===== config.mk =====
export PLATFORM = sky130hd
export DESIGN_NAME = gray_counter
export DESIGN_NICKNAME = d
export VERILOG_FILES = /design/src/rtl/gray_counter.sv
export SDC_FILE = /design/constraint.sdc
export NUM_CORES = 1
export LEC_CHECK = 0
export ABC_AREA = 0
export BUFFER_PORTS_ARGS = -buffer_cell sky130_fd_sc_hd__buf_2
export CELL_PAD_IN_SITES_DETAIL_PLACEMENT = 0
export CELL_PAD_IN_SITES_GLOBAL_PLACEMENT = 1
export CORE_MARGIN = 2
export CORE_UTILIZATION = 36
export CTS_CLUSTER_DIAMETER = 200
export DETAILED_ROUTE_END_ITERATION = 10
export PLACE_DENSITY_LB_ADDON = 0.15
export SYNTH_ARGS = -nofsm -noshare
export SYNTH_HDL_FRONTEND = slang
export SYNTH_SLANG_ARGS = --single-unit

===== constraint.sdc =====
create_clock -name clk -period 3.8 [get_ports clk]
set_clock_uncertainty 0.15 [all_clocks]
set_input_delay 0.76 -clock clk [delete_from_list [all_inputs] [get_ports clk]]
set_output_delay 0.76 -clock clk [all_outputs]
set_load 0.02 [all_outputs]

===== src/rtl/gray_counter.sv =====
// Up/down binary counter with registered Gray output and an independent Gray-to-binary decode channel.
// Define GRAY_SAT_EN to make the counter saturate at its limits instead of wrapping.
module gray_counter #(
    parameter int          WIDTH     = 4,
    parameter int unsigned RESET_VAL = 0
) (
    input  logic             clk,
    input  logic             rst,
    input  logic             en,
    input  logic             up,
    input  logic             load,
    input  logic [WIDTH-1:0] load_bin,
    output logic [WIDTH-1:0] bin,
    output logic [WIDTH-1:0] G,
    output logic             wrap,
    input  logic             dec_valid_in,
    input  logic [WIDTH-1:0] dec_gray_in,
    output logic             dec_valid_out,
    output logic [WIDTH-1:0] dec_bin_out
);

    localparam logic [WIDTH-1:0] RST_BIN = RESET_VAL[WIDTH-1:0];
    localparam logic [WIDTH-1:0] ONE     = {{(WIDTH-1){1'b0}}, 1'b1};

    function automatic logic [WIDTH-1:0] to_gray(input logic [WIDTH-1:0] b);
        return b ^ (b >> 1);
    endfunction

    function automatic logic [WIDTH-1:0] to_bin(input logic [WIDTH-1:0] g);
        logic [WIDTH-1:0] b;
        b[WIDTH-1] = g[WIDTH-1];
        for (int i = WIDTH - 2; i >= 0; i--) begin
            b[i] = b[i+1] ^ g[i];
        end
        return b;
    endfunction

    logic [WIDTH-1:0] bin_q;
    logic [WIDTH-1:0] gray_q;
    logic             wrap_q;
    logic             dec_valid_q;
    logic [WIDTH-1:0] dec_bin_q;

    logic [WIDTH-1:0] bin_nxt;
    logic             wrap_nxt;
    logic             at_max;
    logic             at_min;

    assign at_max = &bin_q;
    assign at_min = ~|bin_q;

    always_comb begin
        bin_nxt  = bin_q;
        wrap_nxt = 1'b0;
        if (load) begin
            bin_nxt = load_bin;
        end else if (en) begin
            if (up) begin
                wrap_nxt = at_max;
`ifdef GRAY_SAT_EN
                bin_nxt  = at_max ? bin_q : bin_q + ONE;
`else
                bin_nxt  = bin_q + ONE;
`endif
            end else begin
                wrap_nxt = at_min;
`ifdef GRAY_SAT_EN
                bin_nxt  = at_min ? bin_q : bin_q - ONE;
`else
                bin_nxt  = bin_q - ONE;
`endif
            end
        end
    end

    // Gray is registered from the next binary value so it never lags bin.
    always_ff @(posedge clk) begin
        if (rst) begin
            bin_q       <= RST_BIN;
            gray_q      <= to_gray(RST_BIN);
            wrap_q      <= 1'b0;
            dec_valid_q <= 1'b0;
            dec_bin_q   <= '0;
        end else begin
            bin_q       <= bin_nxt;
            gray_q      <= to_gray(bin_nxt);
            wrap_q      <= wrap_nxt;
            dec_valid_q <= dec_valid_in;
            if (dec_valid_in) begin
                dec_bin_q <= to_bin(dec_gray_in);
            end
        end
    end

    assign bin           = bin_q;
    assign G             = gray_q;
    assign wrap          = wrap_q;
    assign dec_valid_out = dec_valid_q;
    assign dec_bin_out   = dec_bin_q;

endmodule


==> results of run 1 <==
==> report_power, final <==
group | switching [mW] | internal [mW]
Sequential | 0.00933 | 0.149
Combinational | 0.0518 | 0.0406
Clock | 0.0437 | 0.0408
Total | 0.105 | 0.230
==> sequential cells by signal (all words and copies together) (netlist names) <==
signal / cells
G: 3
bin: 4
dec_bin_out: 4
dec_valid_out: 1
wrap: 1
==> synth_stat cells, types with 2 or more instances <==
library cell and n:
xnor2_1 5, ha_1 2, a211oi_1 3, clkbuf_1 2, a21oi_1 3, dfxtp_1 13
inv_1 2, buf_4 2, or3_1 2, nor2_1 10, mux2i_1 5
==> final timing paths <==
kind,from,end,slack [ps]
max,up,G[1],1510
min reg2reg,dec_bin_out[2],dec_bin_out[2],340
min,dec_bin_out[2],dec_bin_out[2],340
max reg2reg,bin[0],G[1],1750
==> worst max-delay path, cell delays in order <==
cell     delay (ps)
buf_2           110
inv_1           110
fa_1            490
mux2_2          270
mux2i_1         310
o21ai_0         150
a21oi_1         140
==> final cells by class <==
type                            count  area [um^2]  share of cell area
Multi-Input combinational cell     51          383               0.454
Sequential cell                    13          260               0.309
Timing Repair Buffer               27          135               0.160
Tap cell                           25         31.3              0.0371
Clock buffer                        4         26.3              0.0312
Inverter                            2         7.51             0.00890
==> cells by family after synthesis <==
| kind of cell | after synthesis |
|---|---|
| buffers and inverters | 7 |
| muxes | 6 |
| xor gates and xnor gates | 6 |
| AOI/OAI and AO/OA | 13 |
| and+or+nand+nor | 23 |
| DFF | 13 |
| adders and majority gates | 3 |
==> routing by layer <==
| layer | vias to the layer above | track usage | part of all wire |
|---|---|---|---|
| li1 | 311 | - | - |
| met1 | 270 | 0.193 | 0.49 |
| met2 | 15 | 0.200 | 0.44 |
| met3 | 2 | 0.0577 | 0.061 |
| met4 | 0 | 0.0500 | 0.0074 |
| met5 | - | 0 | 0 |
==> results.yml, run 1 <==
setup_path:
  end_kind: "flip-flop"
  required_ps: 3860
  start_kind: "primary input"
  reg2reg_depth: 5
  path_class: "primary input to flip-flop"
  arrival_ps: 2350
  worstPathMaxFanout: 5
synth:
  synth_top_flop_cell: "dfxtp_1"
  synthArstFlopShare: 0
  yosys.area.top_type: "dfxtp_1"
  synth-adder-area-share: 0.0664
  synth-seq-area-share: 0.384
  synth_compound_area_frac: 0.133
  synth_top_area_frac: 0.384
  synth-simple-area-share: 0.197
  syn_nets: 88
  synthMuxAreaShare: 0.0904
  yosys_warnings: 0
  synth_top_family_by_area: "simple AND/OR/NAND/NOR gates"
  synth_xor_area_frac: 0.0775
  yosys-top-cells-area: "dfxtp_1 38%, mux2i_1 7.4%, xnor2_1 6.5%"
  synthesis.area_um2: 678
  syn_area_per_cell_um2: 9.55
  syn_inst: 71
  ys_ff_latch: 13
  synth-edff-count: 0
  synth.distinct_cells: 33
detailed_routing:
  vias: 598
  viasPerCell: 4.90
  firstDrtPassIters: 4
  ant_nets: 0
  drcViolationCount: 0
  drt_iter0_markers: 4
  routed_wl_um: 1340
  drt-wirelength-per-cell_um: 11.0
cts:
  clkTransAtPathRegs_ps: 70
  cts_setup_buffers: 0
  cts.sinks: 13
  post_cts_resized: 0
  clock_latency_ps: 280
  cts_max_level: 1
  clk_path_buf_depth: 2
  root_buffer: "clkbuf_4"
  cts_hold_buf: 0
  cts_tree: "built"
  numCtsBuffers: 3
floorplanning:
  core_mm2: 0.00175
  initial_utilization: 0.389
  die_h_um: 47.4
  rows: 15
  io_pins: 28
  die_width_um: 47.4
  fp.dieArea_mm2: 0.00225
placement:
  post-dp-hpwl_um: 1000
  dpl_cell_area_um2: 817
  pre_cts_ws_ps: 1260
  dpl.cell_count: 118
  globalplace.congestion: 0.701
  portBuffers: 27
run_status:
  status: "finished, final reports clean"
final_layout:
  syn_to_final_growth_pct: 24.4
  mostFrequentLayoutCells: "27 x buf_2, 13 x dfxtp_1, 10 x nor2_1"
  postLayoutCellArea_um2: 843
  stdcell_count: 122
  drive_gt1_frac: 0.330
  antenna_cells: 0
  nets: 115
  final_util: 0.483
  n_fill_cell: 187
  layout_commonest_cell: "buf_2"
global_route:
  overflow: 0
  grt_pass1_wl_um: 2170
  grt_start_max_net_pins: 14
  grt_pass1_vias: 485
  grt_antenna_before_repair: 0
  track_usage: 0.142
power_and_ir_drop:
  powerDensity_mw_per_mm2: 397
  p_leak_nw: 0.409
  ir_drop_mv: 0.278
  power_mw: 0.335
min_path:
  min_path_type: "flip-flop to flip-flop"
  min_path_cells: 2
sta:
  worst_pin_slew_ps: 375
  layout_min_cycle_time_ps: 2290
  hold_ws_ps: 336
  rsz0062_at_grt: "false"
  max_freq_mhz: 437
  setup_tns_ps: 0
  setup_slack_ps: 1510
  finalSetupViolations: 0
  hold_viol: 0
  final.period_utilization: 0.602
  slew_violations: 0
  maxSlewHeadroom: 0.743
job:
  cap_violations: 0
(Power assumes the default switching activity.)
==> inputs of run 2 (changes only) <==
Settings changed: CORE_UTILIZATION 36 to 33.
Clock period 3.8 ns to 2.2 ns, I/O delays scaled along.
==> results.yml, run 2 (synthesis results as in run 1) <==
floorplanning:
  initial_utilization: 0.349
  die_width_um: 49.3
  io_pins: 28
  die_h_um: 49.3
  fp.dieArea_mm2: 0.00243
  core_mm2: 0.00194
  rows: 16
sta:
  hold_viol: 0
  hold_ws_ps: 280
  slew_violations: 0
  layout_min_cycle_time_ps: 1950
  finalSetupViolations: 0
  final.period_utilization: 0.885
  setup_slack_ps: 253
  max_freq_mhz: 514
  setup_tns_ps: 0
  maxSlewHeadroom: 0.766
  worst_pin_slew_ps: 341
  rsz0062_at_grt: "false"
cts:
  cts_hold_buf: 0
  cts_tree: "built"
  clkTransAtPathRegs_ps: 80
  clk_path_buf_depth: 2
  post_cts_resized: 0
  numCtsBuffers: 3
  clock_latency_ps: 270
  cts_max_level: 1
  cts_setup_buffers: 0
  root_buffer: "clkbuf_4"
  cts.sinks: 13
detailed_routing:
  routed_wl_um: 1420
  viasPerCell: 4.77
  drcViolationCount: 0
  vias: 610
  drt-wirelength-per-cell_um: 11.1
  drt_iter0_markers: 9
  ant_nets: 0
  firstDrtPassIters: 4
final_layout:
  antenna_cells: 0
  final_util: 0.451
  drive_gt1_frac: 0.356
  n_fill_cell: 210
  syn_to_final_growth_pct: 29.2
  multi_input_area_um2: 383
  layout_commonest_cell: "buf_2"
  stdcell_count: 128
  postLayoutCellArea_um2: 876
  seq_area_um2: 260
  mostFrequentLayoutCells: "27 x buf_2, 13 x dfxtp_1, 10 x nor2_1"
  nets: 119
setup_path:
  worstPathMaxFanout: 6
  end_kind: "flip-flop"
  path_buf_inv: 0
  max_stage_delay_ps: 450
  start_kind: "flip-flop"
  arrival_ps: 2000
  slowest_stage: "fa_1"
  crit_chain: "fa_1 -> mux2_2 -> mux2i_1 -> o21ai_0 -> a21oi_1"
  path_class: "flip-flop to flip-flop"
  crit_family: "multiplexers"
  required_ps: 2250
  reg2reg_slack_ps: 250
  reg2reg_depth: 5
  r2r-end: "G[1]"
  regToRegStartpoint: "bin[1]"
placement:
  globalplace.congestion: 0.752
  dpl.cell_count: 124
  post-dp-hpwl_um: 1050
  pre_cts_ws_ps: 14.7
  dpl_cell_area_um2: 850
  portBuffers: 27
min_path:
  min_path_type: "primary input to flip-flop"
  min_path_cells: 3
  worstHoldStart: "dec_gray_in[3]"
  whs_endpoint: "dec_bin_out[3]"
power_and_ir_drop:
  p_leak_nw: 0.429
  powerDensity_mw_per_mm2: 671
  power_mw: 0.588
  ir_drop_mv: 0.348
global_route:
  track_usage: 0.125
  grt_pass1_wl_um: 2360
  grt_antenna_before_repair: 0
  grt_start_max_net_pins: 14
  overflow: 0
  grt_pass1_vias: 578
job:
  cap_violations: 0
run_status:
  status: "finished, final reports clean"
==> run 2: changes by cell type in the layout (fill, tap and decap cells not counted) <==
cell / delta
buf_4: +4
==> run 2: worst min-delay path: stages <==
cell     delay [ps]
buf_2            90
mux2i_1          60
nor2_1           70
==> run 2: final cells by class <==
type,count,share of cell area
inverters,2,0.00857
repair buffers,31,0.189
clock buffers,4,0.0300
multi-input cells,51,0.437
well taps,27,0.0386
flip-flops and latches,13,0.297
==> run 2: metal layers <==
layer,GRT usage,part of all wire,up-vias
met1,0.148,0.48,281
met5,0,0,-
met3,0.0215,0.042,2
met2,0.209,0.46,11
met4,0.0714,0.0099,0
li1,-,-,316
==> run 2: where the power goes <==
group | total, mW | switching [mW] | internal (mW)
sequential | 0.270 | 0.0137 | 0.257
clock | 0.146 | 0.0756 | 0.0702
combinational | 0.172 | 0.0940 | 0.0778
==> run 2: how the worst max path moves through the flow <==
stage / startpoint / endpoint / slack (ps) / cells past startpoint
final: bin[1] / G[1] / 250 / 5
after global routing: bin[1] / G[1] / 120 / 5
after CTS: bin[1] / G[1] / 230 / 5
after detailed placement: up / G[1] / 10 / 7
after global placement: up / G[1] / 50 / 7
after floorplan: bin[0] / G[1] / 240 / 5
